[src/rtl/dramctl.sv]
// Single-bank FPM DRAM controller for a 68030-style bus: RAS/CAS sequencing,
// byte-lane write strobes, and CAS-before-RAS refresh with a pending counter.
module dramctl #(
  parameter int unsigned REFRESH_PERIOD = 780,
  parameter int unsigned PRECHARGE_CLKS = 3,
  parameter int unsigned REF_RAS_CLKS   = 4
) (
  input  logic        DRAM_CLK,
  input  logic        nRST,
  input  logic        nDRAMSEL,
  input  logic        nAS,
  input  logic        nDS,
  input  logic        RnW,
  input  logic [1:0]  SIZ,
  input  logic [27:0] ADDR,
  output logic [12:0] MA,
  output logic        nRAS,
  output logic [3:0]  nCAS,
  output logic        nWE,
  output logic [1:0]  DSACK
);

  localparam int unsigned RCW = (REFRESH_PERIOD > 1) ? $clog2(REFRESH_PERIOD) : 1;
  localparam int unsigned CW  = 8;

  typedef enum logic [3:0] {
    ST_IDLE   = 4'd0,
    ST_ROW    = 4'd1,
    ST_RCD    = 4'd2,
    ST_COL    = 4'd3,
    ST_CAS    = 4'd4,
    ST_HOLD   = 4'd5,
    ST_PRE    = 4'd6,
    ST_RF_CAS = 4'd7,
    ST_RF_RAS = 4'd8
  } state_t;

  state_t          r_state, w_state_nxt;
  logic [CW-1:0]   r_cnt, w_cnt_nxt;
  logic [12:0]     r_ma, w_ma_nxt;
  logic            r_nras, w_nras_nxt;
  logic [3:0]      r_ncas, w_ncas_nxt;
  logic            r_nwe, w_nwe_nxt;
  logic [1:0]      r_ack, w_ack_nxt;
  logic [RCW-1:0]  r_ref_cnt, w_ref_cnt_nxt;
  logic [1:0]      r_ref_pend, w_ref_pend_nxt;
  logic            w_wrap, w_ref_req, w_ref_done, w_busy;

  // Active-low lane strobes for offsets off..min(off+n-1,3); nCAS[3] is offset 0.
  function automatic logic [3:0] lane_mask(input logic [1:0] off, input logic [1:0] siz);
    logic [2:0] last;
    logic [3:0] m;
    last = {1'b0, off} + ((siz == 2'b00) ? 3'd3 : ({1'b0, siz} - 3'd1));
    m = 4'b1111;
    for (int i = 0; i < 4; i++) begin
      m[2'(3 - i)] = ~((3'(i) >= {1'b0, off}) && (3'(i) <= last));
    end
    return m;
  endfunction

  assign MA    = r_ma;
  assign nRAS  = r_nras;
  assign nCAS  = r_ncas;
  assign nWE   = r_nwe;
  assign DSACK = r_ack & {2{~nDS}};

  assign w_wrap        = (r_ref_cnt == RCW'(REFRESH_PERIOD - 1));
  assign w_ref_cnt_nxt = w_wrap ? RCW'(0) : (r_ref_cnt + RCW'(1));
  // A wrap on the same edge as the IDLE check still counts as pending.
  assign w_ref_req     = (r_ref_pend != 2'd0) || w_wrap;
  assign w_busy        = r_state inside {ST_ROW, ST_RCD, ST_COL, ST_CAS, ST_HOLD};

  // Pending-refresh bookkeeping: increment on wrap, decrement on completion.
  always_comb begin
    w_ref_pend_nxt = r_ref_pend;
    case ({w_wrap, w_ref_done})
      2'b10:   w_ref_pend_nxt = (r_ref_pend == 2'd3) ? 2'd3 : (r_ref_pend + 2'd1);
      2'b01:   w_ref_pend_nxt = r_ref_pend - 2'd1;
      default: w_ref_pend_nxt = r_ref_pend;
    endcase
  end

  // Next-state and next-output logic for the access/refresh sequencer.
  always_comb begin
    w_state_nxt = r_state;
    w_cnt_nxt   = r_cnt;
    w_ma_nxt    = r_ma;
    w_nras_nxt  = r_nras;
    w_ncas_nxt  = r_ncas;
    w_nwe_nxt   = r_nwe;
    w_ack_nxt   = r_ack;
    w_ref_done  = 1'b0;
    if (w_busy && nAS) begin
      // Normal end of cycle from HOLD, or abort from any earlier access state.
      w_state_nxt = ST_PRE;
      w_cnt_nxt   = CW'(0);
      w_nras_nxt  = 1'b1;
      w_ncas_nxt  = 4'b1111;
      w_nwe_nxt   = 1'b1;
      w_ack_nxt   = 2'b00;
    end else begin
      case (r_state)
        ST_IDLE: begin
          if (w_ref_req) begin
            w_state_nxt = ST_RF_CAS;
            w_cnt_nxt   = CW'(0);
          end else if (!nDRAMSEL && !nAS) begin
            w_ma_nxt    = ADDR[27:15];
            w_nwe_nxt   = RnW;
            w_state_nxt = ST_ROW;
          end else begin
            w_state_nxt = ST_IDLE;
          end
        end
        ST_ROW: begin
          w_nras_nxt  = 1'b0;
          w_state_nxt = ST_RCD;
        end
        ST_RCD: begin
          w_ma_nxt    = ADDR[14:2];
          w_state_nxt = ST_COL;
        end
        ST_COL: begin
          if (RnW || !nDS) begin
            w_ncas_nxt  = RnW ? 4'b0000 : lane_mask(ADDR[1:0], SIZ);
            w_cnt_nxt   = CW'(0);
            w_state_nxt = ST_CAS;
          end else begin
            w_state_nxt = ST_COL;
          end
        end
        ST_CAS: begin
          if (r_cnt == CW'(1)) begin
            w_ack_nxt   = 2'b11;
            w_cnt_nxt   = CW'(0);
            w_state_nxt = ST_HOLD;
          end else begin
            w_cnt_nxt   = r_cnt + CW'(1);
          end
        end
        ST_HOLD: w_state_nxt = ST_HOLD;
        ST_PRE: begin
          if (r_cnt >= CW'(PRECHARGE_CLKS - 1)) begin
            w_cnt_nxt   = CW'(0);
            w_state_nxt = ST_IDLE;
          end else begin
            w_cnt_nxt   = r_cnt + CW'(1);
          end
        end
        ST_RF_CAS: begin
          w_ncas_nxt  = 4'b0000;
          w_cnt_nxt   = CW'(0);
          w_state_nxt = ST_RF_RAS;
        end
        ST_RF_RAS: begin
          if (r_cnt >= CW'(REF_RAS_CLKS)) begin
            w_nras_nxt  = 1'b1;
            w_ncas_nxt  = 4'b1111;
            w_ref_done  = 1'b1;
            w_cnt_nxt   = CW'(0);
            w_state_nxt = ST_PRE;
          end else begin
            w_nras_nxt  = 1'b0;
            w_cnt_nxt   = r_cnt + CW'(1);
          end
        end
        default: begin
          w_state_nxt = ST_IDLE;
          w_cnt_nxt   = CW'(0);
          w_nras_nxt  = 1'b1;
          w_ncas_nxt  = 4'b1111;
          w_nwe_nxt   = 1'b1;
          w_ack_nxt   = 2'b00;
        end
      endcase
    end
  end

  // State, output and refresh-timer registers with synchronous active-low reset.
  always_ff @(posedge DRAM_CLK) begin
    if (!nRST) begin
      r_state    <= ST_IDLE;
      r_cnt      <= CW'(0);
      r_ma       <= 13'd0;
      r_nras     <= 1'b1;
      r_ncas     <= 4'b1111;
      r_nwe      <= 1'b1;
      r_ack      <= 2'b00;
      r_ref_cnt  <= RCW'(0);
      r_ref_pend <= 2'd0;
    end else begin
      r_state    <= w_state_nxt;
      r_cnt      <= w_cnt_nxt;
      r_ma       <= w_ma_nxt;
      r_nras     <= w_nras_nxt;
      r_ncas     <= w_ncas_nxt;
      r_nwe      <= w_nwe_nxt;
      r_ack      <= w_ack_nxt;
      r_ref_cnt  <= w_ref_cnt_nxt;
      r_ref_pend <= w_ref_pend_nxt;
    end
  end

endmodule

[config.mk]
export PLATFORM = sky130hd
export DESIGN_NAME = dramctl
export DESIGN_NICKNAME = d
export VERILOG_FILES = /design/src/rtl/dramctl.sv
export SDC_FILE = /design/constraint.sdc
export NUM_CORES = 1
export LEC_CHECK = 0
export CELL_PAD_IN_SITES_DETAIL_PLACEMENT = 0
export CELL_PAD_IN_SITES_GLOBAL_PLACEMENT = 1
export CORE_AREA = 4 4 90 92
export CTS_BUF_LIST = sky130_fd_sc_hd__clkbuf_4 sky130_fd_sc_hd__clkbuf_8 sky130_fd_sc_hd__clkbuf_16
export CTS_CLUSTER_DIAMETER = 200
export DETAILED_ROUTE_END_ITERATION = 7
export DIE_AREA = 0 0 94 96
export GPL_TIMING_DRIVEN = 0
export MAX_ROUTING_LAYER = met4
export PLACE_DENSITY = 0.75
export SYNTH_ARGS = -nofsm -noshare
export SYNTH_HDL_FRONTEND = slang
export SYNTH_SLANG_ARGS = --single-unit
[constraint.sdc]
create_clock -name DRAM_CLK -period 2.1 [get_ports DRAM_CLK]
set_input_delay 0.42 -clock DRAM_CLK [delete_from_list [all_inputs] [get_ports DRAM_CLK]]
set_output_delay 0.42 -clock DRAM_CLK [all_outputs]
set_load 0.01 [all_outputs]
# Word-level counts from Yosys, hierarchy flattened
# Index checks and enable logic that the tools add are counted.
[totals]
reg_bits = 45
inputBits = 36
wordCells = 115
[classes]
n_eq_ne = 23
addsub = 6
reduce_logical = 28
n_mux = 33
order_cmp = 5
bitwise_logic = 10
[ops]
columns = ["operator", "count"]
rows = [
  ["case mux 8 bit (6 select lines)", 1],
  ["2-to-1 mux 8 bit", 5],
  ["case mux 4 bit (9 select lines)", 1],
  ["2-to-1 mux 13 bit", 2],
  ["case mux 13 bit (2 select lines)", 1],
  ["2-to-1 mux 4 bit", 6],
  ["equality test 4 x 3 -> 1 bit (second input constant)", 4],
  ["case mux 4 bit (4 select lines)", 1],
  ["OR reduction 8 bit", 2],
  ["AND reduction 3 bit", 5],
  ["2-to-1 mux 3 bit", 4],
  ["adder 10 x 1 -> 10 bit (second input constant)", 1],
  ["equality test 10 bit (second input constant)", 1],
  ["inequality test 2 bit (second input constant)", 5],
  ["inverter 1 bit", 9],
  ["adder 8 x 1 -> 8 bit (second input constant)", 1],
  ["equality test 4 x 2 -> 1 bit (second input constant)", 2],
  ["equality test 8 x 1 -> 1 bit (second input constant)", 1],
  ["greater-or-equal comparator 8 x 2 -> 1 bit (second input constant)", 1],
  ["greater-or-equal comparator 8 x 3 -> 1 bit (second input constant)", 1],
  ["case mux 2 bit (2 select lines)", 2],
  ["OR reduction 7 bit", 1],
  ["<= comparator 2 x 3 -> 1 bit (first input constant)", 2],
  ["2-to-1 mux 1 bit", 6],
  ["other kinds (28)", 40],
]

# Logic depth before layout (Yosys ltp)
[depth]
word_depth = 9
mapped_depth = 10
mapped_depth_nobuf = 10

# Worst setup path before layout
# No wires, ideal clock.
[synth_timing]
path_type = "register to register"
start = "register r_ref_cnt[5]"
end = "register r_ref_pend[0]"
arrival_time_ns = 1.964
path_stages_with_launch = 8
required_ns = 1.981
setup_slack_ns = 0.017
cell_sequence = "dfxtp_1 -> or4_4 -> or3_1 -> buf_2 -> ha_1 -> nor3b_1 -> a211oi_1 -> nor2_1"
[synth_between]
elab_chain_cells = 3
elab_cells_between_ends = 5
classes_between = "eq/ne (3); mux (1); reduce/logical (1)"
[synth_lines]
columns = ["element", "line", "text"]
rows = [
  ["from (decl)", "45", "logic [RCW-1:0] r_ref_cnt, w_ref_cnt_nxt;"],
  ["from (signal assigned)", "199", "r_ref_cnt <= w_ref_cnt_nxt;"],
  ["equality test 10 bit (*)", "67", "assign w_wrap = (r_ref_cnt == RCW'(REFRESH_PERIOD - 1));"],
  ["equality test 2 x 1 -> 1 bit / equality test 2 bit (equally long branches)", "76", "case ({w_wrap, w_ref_done})"],
  ["case mux 2 bit (2 select lines) / nonzero test 2 bit (equally long branches)", "n/a", ""],
  ["to (signal assigned)", "200", "r_ref_pend <= w_ref_pend_nxt;"],
  ["to (decl)", "46", "logic [1:0] r_ref_pend, w_ref_pend_nxt;"],
]
# Mark *: on every way between the ends. The rest lies on a longest branch, timed or not.
# A chain may end at the register's enable or synchronous reset.

# Worst setup path in the final report
[layout_timing]
start = "register r_ref_cnt[4]"
end = "register r_state[1]"
[layout_between]
elab_chain_cells = 5
[layout_lines]
columns = ["element", "line", "text"]
rows = [
  ["equality test 10 bit", "67", ""],
  ["logical OR 1 bit", "70", "assign w_ref_req = (r_ref_pend != 2'd0) || w_wrap;"],
  ["2-to-1 mux 3 bit", "104", "if (w_ref_req) begin"],
  ["case mux 4 bit (9 select lines)", "102", "case (r_state)"],
  ["2-to-1 mux 3 bit", "93", "if (w_busy && nAS) begin"],
  ["to (signal assigned)", "192", "r_state <= w_state_nxt;"],
  ["to (decl)", "38", "state_t r_state, w_state_nxt;"],
]
# Every way passes these cells.

==> flow_results.org <==
** Run status
- Status :: complete, but fails checks
- The final reports fail on negative setup slack.

** Route
- First drt pass iteration count :: 4
- Final antenna-violating net count :: 0
- Routed WL per cell :: 14.6 microns
- Dividing the detail-routed via count by the number of cells gives 5.13.
- 1st-iter DRT viols :: 142
- In the routed design, unresolved DRC markers number 0.
- Total Wirelength :: 6740 microns
- Number of vias in the routed layout :: 2370

** Clock network
- Clock buffer depth :: 2
- Hold repair after CTS inserted 0 buffers.
- TritonCTS built the clock tree.
- Number of clock sinks seen by CTS :: 43
- For the worst-skew pair, the clock arrives at the later sink with an insertion delay of 0.30 ns.
- The tree is rooted in a sky130_fd_sc_hd__clkbuf_8.
- Clock-pin slew was measured on the worst setup and hold paths at 0.09 ns.
- H-tree depth reported by CTS :: 2
- In this run, CTS created clock tree buffers numbering 5.

** Placement
- Cells after DPL :: 445
- Detailed placement finished with a half-perimeter wire length of 4710 microns.
- Buffers placed on the I/O ports in this run total 55.
- Worst slack, placed :: -0.569 ns
- Routability-driven placement finished with a final weighted congestion of 0.870.
- Summing all placed instances gives a cell area of 3050 sq um.

** Cells and area
- FILL cells :: 739
- The area growth from synthesis to layout is 44.7%.
- 0 antenna diodes ended up in the layout.
- Layout cell share with drive strength beyond 1 :: 17.4%
- The finished cells cover 3440 sq um.
- The finished layout holds 462 standard cells, fillers aside.
- After the last flow step, the layout net total stands at 410.

** Pwr
- PnR Total Power :: 3.43 mW
- IR analysis of the VDD net gives a maximum drop of 0.000357 V.
- Total power per unit cell area :: 997 nW/um^2
- Cell leakage power :: 1.29 nW

** STA
- Clk_skew :: 0.00390 ns
- Worst Max-Slew Pin Slew :: 0.539 ns
- Worst rel slew slack :: 63.7%
- Sum of negative setup slack :: -0.0111 ns
- Final worst slack :: -0.00877 ns
- Timing would allow up to 474 MHz.
- Setup violations remaining at the end of the flow were counted as 2.
- Dividing the final minimum period by the clock period gives 100%.
- After layout, the minimum clock period comes to 2.11 ns.
- Setup repair after global routing could not meet its margin everywhere.
- The final count of hold timing violations was 0.
- Count of pins over their slew limit :: 0

** Synthesis
- During synthesis, Yosys emitted a total of 0 warnings.
- The biggest area contributor in the post-synthesis netlist is sky130_fd_sc_hd__dfxtp_1.
- Area share of the largest cell type after synthesis :: 36.2%
- Count leader, synth :: sky130_fd_sc_hd__nor2_1
- Among all flip-flop cells after synthesis, the most frequent one is sky130_fd_sc_hd__dfxtp_1.
- The number of nets in the synthesized netlist is 339.
- Synthesis-stage register bit count :: 43
- After synthesis the cells add up to 2380 sq um.
- Averaged over all synthesized cells, the footprint is 8.18 sq um.
- The netlist uses 49 different library cells.
- Summing the sequential cell areas from Yosys gives 36.2% of the chip area.
- Number of enable flip-flop cells after synthesis :: 0
- Cell count after synthesis :: 291
- The commonest cells after synthesis are sky130_fd_sc_hd__nor2_1, sky130_fd_sc_hd__dfxtp_1, sky130_fd_sc_hd__nand2_1, sky130_fd_sc_hd__inv_1, sky130_fd_sc_hd__o221ai_1.
- Leading cell types by total area after synthesis :: sky130_fd_sc_hd__dfxtp_1, sky130_fd_sc_hd__nor2_1, sky130_fd_sc_hd__ha_1, sky130_fd_sc_hd__o221ai_1, sky130_fd_sc_hd__nand2_1
- Post-synth ARST share :: 0%

** Global routing
- Vias in the first global route :: 2259
- Overall routing resource usage :: 14.9%
- Antenna violations before repair :: 0
- The first global-routing pass estimated 10600 microns of wire.
- For this run the aggregate overflow at the end of global routing stands at 0.
- Entering global routing, the biggest net connects 15 pins.

** Worst setup path
- First element of the critical path :: r_ref_cnt[4]
- Of all nets on the critical path, the largest fanout is 4.
- Required time of the critical path :: 2.35 ns
- The critical path in this run is classified as reg -> reg.
- STA classifies the critical path startpoint as a flop.
- Crit end category :: flop
- Data on the critical path arrives at its endpoint at 2.36 ns.
- Launch instance of the worst register-to-register path :: r_ref_cnt[4]
- For the worst flop-to-flop path, the logic depth is 6.
- Destination of the worst register-to-register timing path :: r_state[1]
- The worst register-to-register path has a setup slack of -0.009 ns.

** Die
- The die covers 9020 sq um.
- Measured along the y axis, the die boundary spans 96 microns.
- The core region is 7210 sq um.
- For this configuration, the core starts out at a cell density of 33.0%.
- X dimension of the die :: 94 microns
- Cell row count :: 31
- 57 I/O pins were placed.

** Worst hold path
- Hold endpoint :: nCAS[1]
- Counting instances, the worst hold path has a depth of 1.
- Worst hold start :: nCAS[1]
- Class of the worst hold path :: reg -> reg

** Run
- Max_cap viols :: 0
[placed cells by master, fill, tap and decap left out, drive strengths merged, types with 5 or more instances in the layout]
cell / n
nand2b: 9
o21ai: 10
nor2: 55
a21oi: 8
dfxtp: 43
ha: 11
buf: 16
xnor2: 6
nand3: 6
and3: 7
clkbuf: 14
nand2: 15
nor2b: 5
nor4: 5
a211oi: 5
a221o: 5
inv: 14
o221ai: 14
nor3: 11
clkdlybuf4s50: 52
[worst max path at each step]
| stage | to |
|---|---|
| after CTS | r_ref_pend[0] |
| after global routing | r_state[1] |
| after floorplan | r_ref_pend[0] |
| final | r_state[1] |
| after detailed placement | nCAS[0] |
| after global placement | r_cnt[4] |
[timing repair]
action / 4_1_cts / 5_1_grt
endpoints found under the hold margin: 0 / 0
resized for setup: 31 / 24
setup buffers: 3 / 8
pin swaps: 7 / 16
setup endpoints to repair: 23 / 23
[metal layers]
metal	vias up	GRT usage [%]	routed length, microns
li1	1194	-	-
met1	1102	18.5	2990
met2	68	24.4	3330
met3	6	3.28	355
met4	0	4.09	61
met5	-	-	0
[metrics by stage]
| stage | hold WS [ns] | util, % |
|---|---|---|
| 2_1_floorplan | 0.426 | - |
| 3_3_place_gp | 0.451 | 42.3 |
| 3_5_place_dp | 0.453 | 42.3 |
| 4_1_cts | 0.475 | 45.8 |
| 5_1_grt | 0.493 | 47.7 |
| 6_report | 0.469 | 47.7 |
[sequential cells by signal, summed over array words and instances, names as in the netlist]
signal	cells
MA	13
r_ref_pend	2
r_ack	1
nRAS	1
r_cnt	8
nCAS	3
r_state	4
r_ref_cnt	10
nWE	1
[cells by family after synthesis]
logic type               share of synthesized area [%]
flip-flops                                        36.2
AND/OR/NAND/NOR                                   27.2
buffers and inverters                             5.31
adder cells (fa/ha/maj)                           6.62
AO/OA/AOI/OAI                                     21.3
XOR/XNOR                                          3.31
[worst max-delay path: stages, from the launching register on]
cell                       delay, ns
sky130_fd_sc_hd__dfxtp_2        0.33
sky130_fd_sc_hd__or4_4          0.54
sky130_fd_sc_hd__or3_1          0.39
sky130_fd_sc_hd__buf_6          0.14
sky130_fd_sc_hd__a21bo_1        0.23
sky130_fd_sc_hd__a211oi_2       0.24
sky130_fd_sc_hd__o31a_1         0.17
[power breakdown]
group | total [mW] | internal (mW) | switching, mW | leakage [nW]
Combinational | 1.68 | 0.776 | 0.909 | 0.884
Sequential | 1.09 | 0.963 | 0.124 | 0.352
Clock | 0.662 | 0.354 | 0.308 | 0.0581
Total | 3.43 | 2.09 | 1.34 | 1.29
[layout make-up]
| cell class | instances | area [sq um] | area share (%) |
|---|---|---|---|
| Clock buffer | 5 | 68.8 | 2.00 |
| Clock inverter | 3 | 43.8 | 1.27 |
| Tap cell | 99 | 124 | 3.60 |
| Buffer | 14 | 88.8 | 2.58 |
| Inverter | 14 | 52.6 | 1.53 |
| Sequential cell | 43 | 863 | 25.1 |
| Multi-Input combinational cell | 218 | 1570 | 45.5 |
| Timing Repair Buffer | 66 | 637 | 18.5 |
Power figures use the tool's default switching activity.
